===== src/rtl/bcd_time_counter.sv =====
// rtl/bcd_time_counter.sv - packed-BCD hh:mm:ss time-of-day counter with set pulses
module bcd_time_counter #(
    parameter int MODE_24H = 1
) (
    input  logic        i_Clk,
    input  logic        i_Reset,
    input  logic        i_Tick_1Hz,
    input  logic        i_Set_Hour,
    input  logic        i_Set_Min,
    output logic [15:0] o_BCD_Num,
    output logic [7:0]  o_Seconds,
    output logic        o_PM,
    output logic        o_Min_Change
);

    logic [3:0] s0_q, s0_d, s1_q, s1_d;
    logic [3:0] m0_q, m0_d, m1_q, m1_d;
    logic [3:0] h0_q, h0_d, h1_q, h1_d;
    logic       pm_q, pm_d;
    logic       min_chg_q, min_chg_d;

    logic tick, sec_wrap, min_wrap, inc_min, inc_hour;

    always_comb begin
        s0_d = s0_q;
        s1_d = s1_q;
        m0_d = m0_q;
        m1_d = m1_q;
        h0_d = h0_q;
        h1_d = h1_q;
        pm_d = pm_q;

        // Any set pulse swallows a coincident tick.
        tick     = i_Tick_1Hz && !i_Set_Hour && !i_Set_Min;
        sec_wrap = (s1_q == 4'd5) && (s0_q == 4'd9);
        min_wrap = (m1_q == 4'd5) && (m0_q == 4'd9);
        inc_min  = (tick && sec_wrap) || i_Set_Min;
        inc_hour = (tick && sec_wrap && min_wrap) || i_Set_Hour;

        if (tick) begin
            if (s0_q == 4'd9) begin
                s0_d = 4'd0;
                s1_d = (s1_q == 4'd5) ? 4'd0 : s1_q + 4'd1;
            end else begin
                s0_d = s0_q + 4'd1;
            end
        end

        if (i_Set_Min) begin
            s0_d = 4'd0;
            s1_d = 4'd0;
        end

        if (inc_min) begin
            if (m0_q == 4'd9) begin
                m0_d = 4'd0;
                m1_d = (m1_q == 4'd5) ? 4'd0 : m1_q + 4'd1;
            end else begin
                m0_d = m0_q + 4'd1;
            end
        end

        if (inc_hour) begin
            if (MODE_24H != 0) begin
                if (h1_q == 4'd2 && h0_q == 4'd3) begin
                    h1_d = 4'd0;
                    h0_d = 4'd0;
                end else if (h0_q == 4'd9) begin
                    h0_d = 4'd0;
                    h1_d = h1_q + 4'd1;
                end else begin
                    h0_d = h0_q + 4'd1;
                end
            end else begin
                // 12-hour sequence 12,01..11; AM/PM flips entering 12.
                if (h1_q == 4'd1 && h0_q == 4'd2) begin
                    h1_d = 4'd0;
                    h0_d = 4'd1;
                end else if (h1_q == 4'd1 && h0_q == 4'd1) begin
                    h0_d = 4'd2;
                    pm_d = !pm_q;
                end else if (h0_q == 4'd9) begin
                    h0_d = 4'd0;
                    h1_d = 4'd1;
                end else begin
                    h0_d = h0_q + 4'd1;
                end
            end
        end

        if (MODE_24H != 0) begin
            pm_d = (h1_d == 4'd2) || (h1_d == 4'd1 && h0_d >= 4'd2);
        end

        min_chg_d = ({h1_d, h0_d, m1_d, m0_d} != {h1_q, h0_q, m1_q, m0_q});
    end

    always_ff @(posedge i_Clk) begin
        if (!i_Reset) begin
            s0_q      <= 4'd0;
            s1_q      <= 4'd0;
            m0_q      <= 4'd0;
            m1_q      <= 4'd0;
            h0_q      <= (MODE_24H != 0) ? 4'd0 : 4'd2;
            h1_q      <= (MODE_24H != 0) ? 4'd0 : 4'd1;
            pm_q      <= 1'b0;
            min_chg_q <= 1'b0;
        end else begin
            s0_q      <= s0_d;
            s1_q      <= s1_d;
            m0_q      <= m0_d;
            m1_q      <= m1_d;
            h0_q      <= h0_d;
            h1_q      <= h1_d;
            pm_q      <= pm_d;
            min_chg_q <= min_chg_d;
        end
    end

    assign o_BCD_Num    = {h1_q, h0_q, m1_q, m0_q};
    assign o_Seconds    = {s1_q, s0_q};
    assign o_PM         = pm_q;
    assign o_Min_Change = min_chg_q;

endmodule


===== config.mk =====
export PLATFORM = sky130hd
export DESIGN_NAME = bcd_time_counter
export DESIGN_NICKNAME = d
export VERILOG_FILES = /design/src/rtl/bcd_time_counter.sv
export SDC_FILE = /design/constraint.sdc
export NUM_CORES = 1
export LEC_CHECK = 0
export BUFFER_PORTS_ARGS = -buffer_cell sky130_fd_sc_hd__buf_2
export CAP_MARGIN = 20
export CORE_MARGIN = 1.5
export CORE_UTILIZATION = 49
export CTS_CLUSTER_SIZE = 16
export DETAILED_ROUTE_END_ITERATION = 8
export GPL_TIMING_DRIVEN = 0
export PLACE_DENSITY = 0.73
export SLEW_MARGIN = 15
export SYNTH_ARGS = -nofsm -noshare
export SYNTH_HDL_FRONTEND = slang
export SYNTH_SLANG_ARGS = --single-unit

===== constraint.sdc =====
create_clock -name i_Clk -period 2.85 [get_ports i_Clk]
set_input_delay 0.1425 -clock i_Clk [delete_from_list [all_inputs] [get_ports i_Clk]]
set_output_delay 0.1425 -clock i_Clk [all_outputs]
set_load 0.005 [all_outputs]

After elaboration in Yosys (flattened, before gate mapping)
Index checks and enable logic that the tools add are counted.
Widths: inputs -> output; s select.
{ "word_totals": {"register_bits": 26, "in_bits": 5, "out_inout_bits": 26, "elab_cells": 54} }
{ "op_classes": {"add_sub_neg": 6, "order_cmp": 1, "n_eq_ne": 10, "muxes": 13, "bitwise_logic": 1, "reduce_logical": 15} }
{ "ops": {"columns": ["op", "count"], "rows": [
  ["$mux 4", 13],
  ["$add 4x1->4 const B", 6],
  ["$ne 16x16->1", 1],
  ["$eq 4x2->1 const B", 3],
  ["$eq 4x4->1 const B", 3],
  ["$eq 4x3->1 const B", 2],
  ["$logic_and 1x1->1", 8],
  ["$eq 4x1->1 const B", 1],
  ["$ge 4x2->1 const B", 1],
  ["$logic_or 1x1->1", 3],
  ["$logic_not 1->1", 2],
  ["$reduce_and 2->1", 1],
  ["$reduce_or 2->1", 1],
  ["$not 1->1", 1]
]} }

Depth between registers and ports, before layout
Gate-level depths: netlist of the first run.
{ "logic_depth": {"depth_word": 10, "depth_mapped": 8, "depth_no_buf": 8} }

Worst setup path after synthesis of the first run
No wires, ideal clock.
{ "synth_timing": {"path_type": "reg2reg", "start": "reg s0_q[3]", "end": "reg pm_q (netlist: o_PM)", "setup_time_ns": 0.116, "arrival_time_ns": 1.925, "t_required_ns": 2.734, "path_slack_ns": 0.809, "path_stages_with_launch": 7, "path_buffers": 0, "synth_period_minus_slack_ns": 2.041, "cell_sequence": "dfxtp_1 -> or3b_4 -> or3b_4 -> o21ai_4 -> nand2_2 -> mux2_4 -> o211a_1"} }
{ "synth_between": {"elab_chain_cells": 9, "elab_cells_between_ends": 12, "classes_between": "1 x order compare; 3 x eq/ne; 2 x mux; 6 x reduce/logical"} }
{ "synth_rtl": {"columns": ["element", "line", "rtl"], "rows": [
  ["start, declared", "16", "logic [3:0] s0_q, s0_d, s1_q, s1_d;"],
  ["start signal, assigned", "100", "s0_q <= 4'd0;"],
  ["start signal, assigned", "109", "s0_q <= s0_d;"],
  ["$eq 4x4->1 *", "35", "sec_wrap = (s1_q == 4'd5) && (s0_q == 4'd9);"],
  ["$logic_and 1x1->1 *", "35", null],
  ["$logic_and 1x1->1 * (2 in series)", "38", "inc_hour = (tick && sec_wrap && min_wrap) || i_Set_Hour;"],
  ["$logic_or 1x1->1 *", "38", null],
  ["$mux 4", "63", "if (inc_hour) begin"],
  ["$ge 4x2->1 / $eq 4x1->1 (equally long branches)", "92", "pm_d = (h1_d == 4'd2) || (h1_d == 4'd1 && h0_d >= 4'd2);"],
  ["$logic_and 1x1->1", "92", null],
  ["$logic_or 1x1->1 *", "92", null],
  ["end signal, assigned", "115", "pm_q <= pm_d;"],
  ["end, declared", "19", "logic pm_q, pm_d;"]
]} }
Mark *: on every way between the ends. The rest lies on a longest branch, timed or not.
A chain may end at the register's enable or synchronous reset.

Worst setup path in the final report of the first run
{ "layout_timing": {"start": "reg m0_q[3]", "end": "reg pm_q (netlist: o_PM)"} }
{ "layout_between": {"elab_chain_cells": 8, "elab_cells_between_ends": 11, "classes_between": "1 x order compare; 3 x eq/ne; 2 x mux; 5 x reduce/logical"} }
{ "layout_rtl": {"columns": ["element", "line", "rtl"], "rows": [
  ["start, declared", "17", "logic [3:0] m0_q, m0_d, m1_q, m1_d;"],
  ["start signal, assigned", "111", "m0_q <= m0_d;"],
  ["$eq 4x4->1 *", "36", "min_wrap = (m1_q == 4'd5) && (m0_q == 4'd9);"],
  ["$logic_and 1x1->1 *", "36", null],
  ["$logic_and 1x1->1 *", "38", null],
  ["$logic_or 1x1->1 *", "38", null],
  ["$mux 4", "63", null],
  ["$ge 4x2->1 / $eq 4x1->1 (equally long branches)", "92", null],
  ["$logic_and 1x1->1", "92", null],
  ["$logic_or 1x1->1 *", "92", null]
]} }
Marked as above.

==> impl_metrics.json, run 1 <==
{
  "synth_flop_cell": "dfxtp_1",
  "post_cts_buffers": 0,
  "clk_latency_ns": 0.31,
  "hold_ws_ns": 0.112,
  "clockBufferDepth": 2,
  "top_layer": "met4",
  "port_buffers": 30,
  "rr_startpoint": "m0_q[3]",
  "hold_buffers": 0,
  "die_y_um": 57.5,
  "initial_core_util_pct": 52.4,
  "yosys.area.top_type": "dfxtp_1",
  "drive_gt1_share_pct": 20.9,
  "min_period_ns": 2.29,
  "postSynth.asyncResetShare_pct": 0,
  "num_vias": 1322,
  "clkTransAtPathRegs_ns": 0.13,
  "final_util_pct": 60.0,
  "holdPathEnd": "o_Min_Change",
  "r2r_cells": 6,
  "die_x_um": 57.5,
  "finalClockSkew_ns": 0.00290,
  "worstPathArrival_ns": 2.51,
  "overflow": 0,
  "tns_ns": 0,
  "min-delay-start": "i_Set_Min",
  "post_cts_resized": 0,
  "yosys.area.top_type_share_pct": 35.7,
  "ys_ff_latch": 26,
  "ant_nets": 0,
  "required_ns": 3.07,
  "worstHoldPathCells": 2,
  "worstPathMaxFanout": 5,
  "grt_max_degree": 14,
  "synthMostInstantiatedCell": "dfxtp_1",
  "cp-start-kind": "flip-flop",
  "worstHoldPathType": "input pin to flip-flop",
  "grt_pass1_vias": 1229,
  "cts_tree": "yes",
  "nets": 214,
  "drv_slew": 0,
  "dpl_cell_area_mm2": 0.00165,
  "cpMaxStageDelayCell": "nor4bb_1",
  "wl_um": 2990,
  "grt_util_all_layers_pct": 19.4,
  "cp_slowest_stage_delay_ns": 0.68,
  "fmax_ghz": 0.437,
  "syn2layout_area_growth_pct": 14.5,
  "tightest_slew_ns": 0.738,
  "yosys-top-cells-area": "dfxtp_1, ha_1, nor2b_1",
  "placed_cells": 229,
  "n_antenna_cell": 0,
  "core_mm2": 0.00278,
  "dp_hpwl_um": 2270,
  "num_rows": 19,
  "min_period_over_period_pct": 80.3,
  "drt_iter0_drc": 49,
  "cts_made_buffers": 3,
  "final_hold_viol_count": 0,
  "drc_errors": 0,
  "grt_setup_unrepaired": "no",
  "synth_edf_count": 0,
  "wl_met1_um": 1350,
  "pin_count": 31,
  "p_per_area_mw_per_mm2": 346,
  "detail_route.wl_per_cell_um": 12.9,
  "gp_congestion": 0.776,
  "n_fill_cell": 256,
  "routed_via_density": 5.70,
  "r2r_slack_ns": 0.56,
  "setup_viol": 0,
  "cts.sinks": 26,
  "root_buffer": "clkbuf_4",
  "stdcell_area_mm2": 0.00167,
  "outcome": "complete, no violations",
  "synth_top_cells_by_count": "dfxtp_1, nor2_1, inv_1",
  "crit_path_cell_trace": "nor4bb_1 -> nand3_1 -> o21ai_4 -> nand2_2 -> mux2_4 -> o211a_1",
  "relSlewSlack_pct": 50.1,
  "dr.pass1.iters": 4,
  "dr_wl_met2_um": 1520,
  "ir_drop_mv": 0.307,
  "synth_area_mm2": 0.00146,
  "finalNonFillerCells": 232,
  "cp-end-kind": "flip-flop",
  "ys_types": 51,
  "synth_nets": 179,
  "yosysWarningCount": 0,
  "grt_pass1_wl_um": 5190,
  "rr_endpoint": "o_PM",
  "crit_type": "flip-flop to flip-flop",
  "die_area_mm2": 0.00331,
  "ys_seq_area_share_pct": 35.7,
  "antenna_found_initial": 0,
  "p_leak_nw": 0.722,
  "wl_met3_um": 112,
  "synth_cells": 168,
  "max-cap-violations": 0,
  "avgSynthCellArea_um2": 8.67,
  "cts-htree-levels": 1
}
[cells in the final DEF (no fill, tap or decap), types with 3 or more instances in the layout]
cell type,n
buf_2,30
clkbuf_4,3
ha_1,6
nor2_1,14
o21ai_0,9
nand2_1,9
a21oi_1,8
o21ai_1,3
nand3_1,5
xnor2_1,5
nor2b_1,9
inv_1,10
dfxtp_1,26
and2_1,7
nor3_1,4
a21boi_1,4
or3_1,4
[metal layers]
layer | up-vias | global-route usage [%]
li1 | 670 | -
met1 | 630 | 22.8
met4 | 0 | 2.99
met5 | - | 0
met2 | 20 | 36.5
met3 | 2 | 4.08
[power by group]
| group | leakage, nW | total (mW) | internal [mW] | switching (mW) |
|---|---|---|---|---|
| combinational | 0.498 | 0.0456 | 0.0214 | 0.0241 |
| sequential | 0.211 | 0.378 | 0.369 | 0.00830 |
| clock | 0.0138 | 0.153 | 0.0495 | 0.103 |
| total | 0.722 | 0.576 | 0.440 | 0.136 |
[metrics by stage]
stage               setup slack, ns  power [mW]
floorplan                     0.809       0.412
global placement              0.656       0.430
detailed placement            0.588       0.431
CTS                           0.551       0.584
global route                  0.227       0.607
finish                        0.562       0.576
[flip-flops by register name, indices dropped and copies added (netlist names)]
name and flops:
s0_q 4, h0_q 4, o_Min_Change 1, m1_q 4, s1_q 4, h1_q 4
m0_q 4, o_PM 1
[final cells by class]
cell class,instances,area (um2),area share [%]
multi-input combinational,129,883,53.0
tap,31,38.8,2.33
inverter,10,37.5,2.25
buffer,3,15.0,0.900
sequential,26,520,31.2
timing repair buffer,30,150,9.00
clock buffer,3,22.5,1.35
[worst max-delay path: cells and delay by family, from the launching register on]
family | cells | cell delay, ns
flops | 1 | 0.42
simple gates | 3 | 1.02
compound gates | 2 | 0.46
mux | 1 | 0.30
[kinds of logic (layout without fill, tap and decap cells)]
family | Yosys count | count (layout) | share of synthesized area, %
flops | 26 | 26 | 35.7
mux | 3 | 3 | 2.49
simple gates | 72 | 72 | 29.7
fa+ha+maj | 6 | 6 | 5.15
compound gates | 42 | 42 | 19.7
buf+inv | 13 | 46 | 3.61
xor+xnor | 6 | 6 | 3.61
[worst max-delay path by stage]
stage                 start      end  slack, ns  depth (start not counted)
finish              m0_q[3]     o_PM       0.56                          6
global route        m0_q[3]  h0_q[3]       0.23                          5
floorplan           s0_q[3]     o_PM       0.81                          6
CTS                 m0_q[3]     o_PM       0.55                          6
global placement    m0_q[3]     o_PM       0.66                          6
detailed placement  m0_q[3]     o_PM       0.59                          6
No activity file was read; power rests on OpenSTA's default activity.
==> inputs of run 2 (changes only) <==
Clock period 2.85 ns to 2.2 ns, I/O delays scaled along.
==> run 2 against run 1 <==
Effect of this change: non-clock buffer count increased by 2; setup slack got worse by 0.49 ns; largest power group unchanged; worst hold slack got worse by 0.031 ns; clock skew increased by 0.0044 ns; clock power increased by 31%; cell area increased by 3.4%; via count decreased by 0.23%.
==> impl_metrics.json, run 2 (synthesized netlist as in run 1, its figures left out) <==
{
  "outcome": "complete, no violations",
  "cellInternalPower_mw": 0.572,
  "ir_drop_mv": 0.395,
  "die_y_um": 57.5,
  "port_buffers": 30,
  "wl_um": 3040,
  "layout_common_cells": "buf_2, dfxtp_1, nor2_1, inv_1",
  "die_area_mm2": 0.00331,
  "grt_pass1_vias": 1226,
  "finalPower_mw": 0.751,
  "final_common_cell": "buf_2",
  "dr.pass1.iters": 4,
  "pin_count": 31,
  "routed_via_density": 5.64,
  "crit_type": "flip-flop to flip-flop",
  "switching_power_mw": 0.179,
  "clkTransAtPathRegs_ns": 0.14,
  "n_fill_cell": 247,
  "finalClockSkew_ns": 0.00733,
  "drive_gt1_share_pct": 25.1,
  "ant_nets": 0,
  "multi_input_area_um2": 920,
  "hold_ws_ns": 0.0810,
  "required_ns": 2.42,
  "core_mm2": 0.00278,
  "cts-htree-levels": 1,
  "min_period_over_period_pct": 96.7,
  "grt_pass1_wl_um": 5180,
  "crit_start": "s0_q[1]",
  "clockPowerShare_pct": 26.6,
  "dpl_cell_area_mm2": 0.00165,
  "fmax_ghz": 0.470,
  "grt_util_all_layers_pct": 19.4,
  "cp-end-kind": "flip-flop",
  "p_leak_nw": 0.737,
  "worstPathMaxFanout": 7,
  "initial_core_util_pct": 52.4,
  "top_layer": "met4",
  "drt_iter0_drc": 56,
  "power_frac_seq_pct": 65.3,
  "num_rows": 19,
  "n_antenna_cell": 0,
  "relSlewSlack_pct": 71.5,
  "cts.sinks": 26,
  "tightest_slew_ns": 0.424,
  "detail_route.wl_per_cell_um": 13.0,
  "grt_setup_unrepaired": "no",
  "p_per_area_mw_per_mm2": 436,
  "root_buffer": "clkbuf_4",
  "num_vias": 1319,
  "stdcell_area_mm2": 0.00172,
  "cts_tree": "yes",
  "wl_met3_um": 126,
  "rr_startpoint": "s0_q[1]",
  "final_hold_viol_count": 0,
  "power_frac_comb_pct": 8.1,
  "die_x_um": 57.5,
  "swShare_pct": 23.9,
  "max-cap-violations": 0,
  "critPathCapture": "o_PM",
  "cts_made_buffers": 3,
  "setup_viol": 0,
  "gp_congestion": 0.776,
  "antenna_found_initial": 0,
  "worstPathArrival_ns": 2.35,
  "regArea_um2": 526,
  "drc_errors": 0,
  "overflow": 0,
  "r2r_cells": 6,
  "r2r_slack_ns": 0.07,
  "drv_slew": 0,
  "syn2layout_area_growth_pct": 18.4,
  "cp-start-kind": "flip-flop",
  "grt_max_degree": 14,
  "clockBufferDepth": 2,
  "dp_hpwl_um": 2270,
  "worstHoldPathType": "input pin to flip-flop",
  "wl_met1_um": 1350,
  "nets": 216,
  "dr_wl_met2_um": 1550,
  "rr_endpoint": "o_PM",
  "min_period_ns": 2.13,
  "clk_latency_ns": 0.32
}
## run 2: changes by cell type in the layout (fill, tap and decap cells not counted), moves of 2 or more
cell | before | now
dfxtp_1 | 26 | 22
nor4bb_1 | 2 | 0
nor4bb_4 | 0 | 2
buf_4 | 1 | 3
dfxtp_2 | 0 | 4
## run 2: final cells by class
type	instances	share of cell area, %
sequential	26	30.5
timing repair buffer	32	9.58
buffer	3	0.871
inverter	10	2.18
clock buffer	3	1.31
multi-input combinational	129	53.3
tap	31	2.25
## run 2: stage by stage
step,setup slack [ns],cells,utilization [%],TNS (ns)
2_1_floorplan,0.159,168,-,0
6_report,0.0732,234,62.0,0
5_1_grt,0.00222,234,62.0,0
3_3_place_gp,0.00597,229,59.2,0
3_5_place_dp,-0.0622,229,59.2,-0.0622
4_1_cts,0.0140,232,60.2,0
## run 2: per-layer routing
layer | vias to the layer above | track usage, %
met5 | - | 0
met4 | 0 | 2.99
met3 | 2 | 4.08
met2 | 27 | 36.4
met1 | 614 | 22.8
li1 | 676 | -
## run 2: worst max-delay path, cell delays in order (launching register included)
cell	delay (ns)
dfxtp_2	0.37
or3b_4	0.42
or3b_4	0.41
o21ai_4	0.21
nand2_2	0.10
mux2_4	0.30
o211a_1	0.22
## run 2: how the worst min path moves through the flow
stage / slack [ns] / depth (start not counted) / start / endpoint
floorplan: 0.24 / 1 / i_Reset / h0_q[1]
global placement: 0.41 / 2 / i_Set_Min / o_Min_Change
detailed placement: 0.41 / 2 / i_Set_Min / o_Min_Change
CTS: 0.07 / 2 / i_Set_Min / o_Min_Change
global route: 0.09 / 2 / i_Set_Min / o_Min_Change
finish: 0.08 / 2 / i_Set_Min / o_Min_Change
## run 2: power groups by stage
| stage | Clock, mW | Sequential, mW | Combinational, mW |
|---|---|---|---|
| floorplan | 0 | 0.499 | 0.0351 |
| global placement | 0 | 0.499 | 0.0573 |
| detailed placement | 0 | 0.499 | 0.0588 |
| CTS | 0.208 | 0.489 | 0.0594 |
| global route | 0.227 | 0.492 | 0.0692 |
| finish | 0.200 | 0.491 | 0.0607 |
## run 2: timing repair
item                                    4_1_cts  5_1_grt
hold buffers                                  0        0
setup buffers                                 0        2
gates cloned                                  0        0
resized for setup                             1        8
endpoints found under the setup margin        2        4
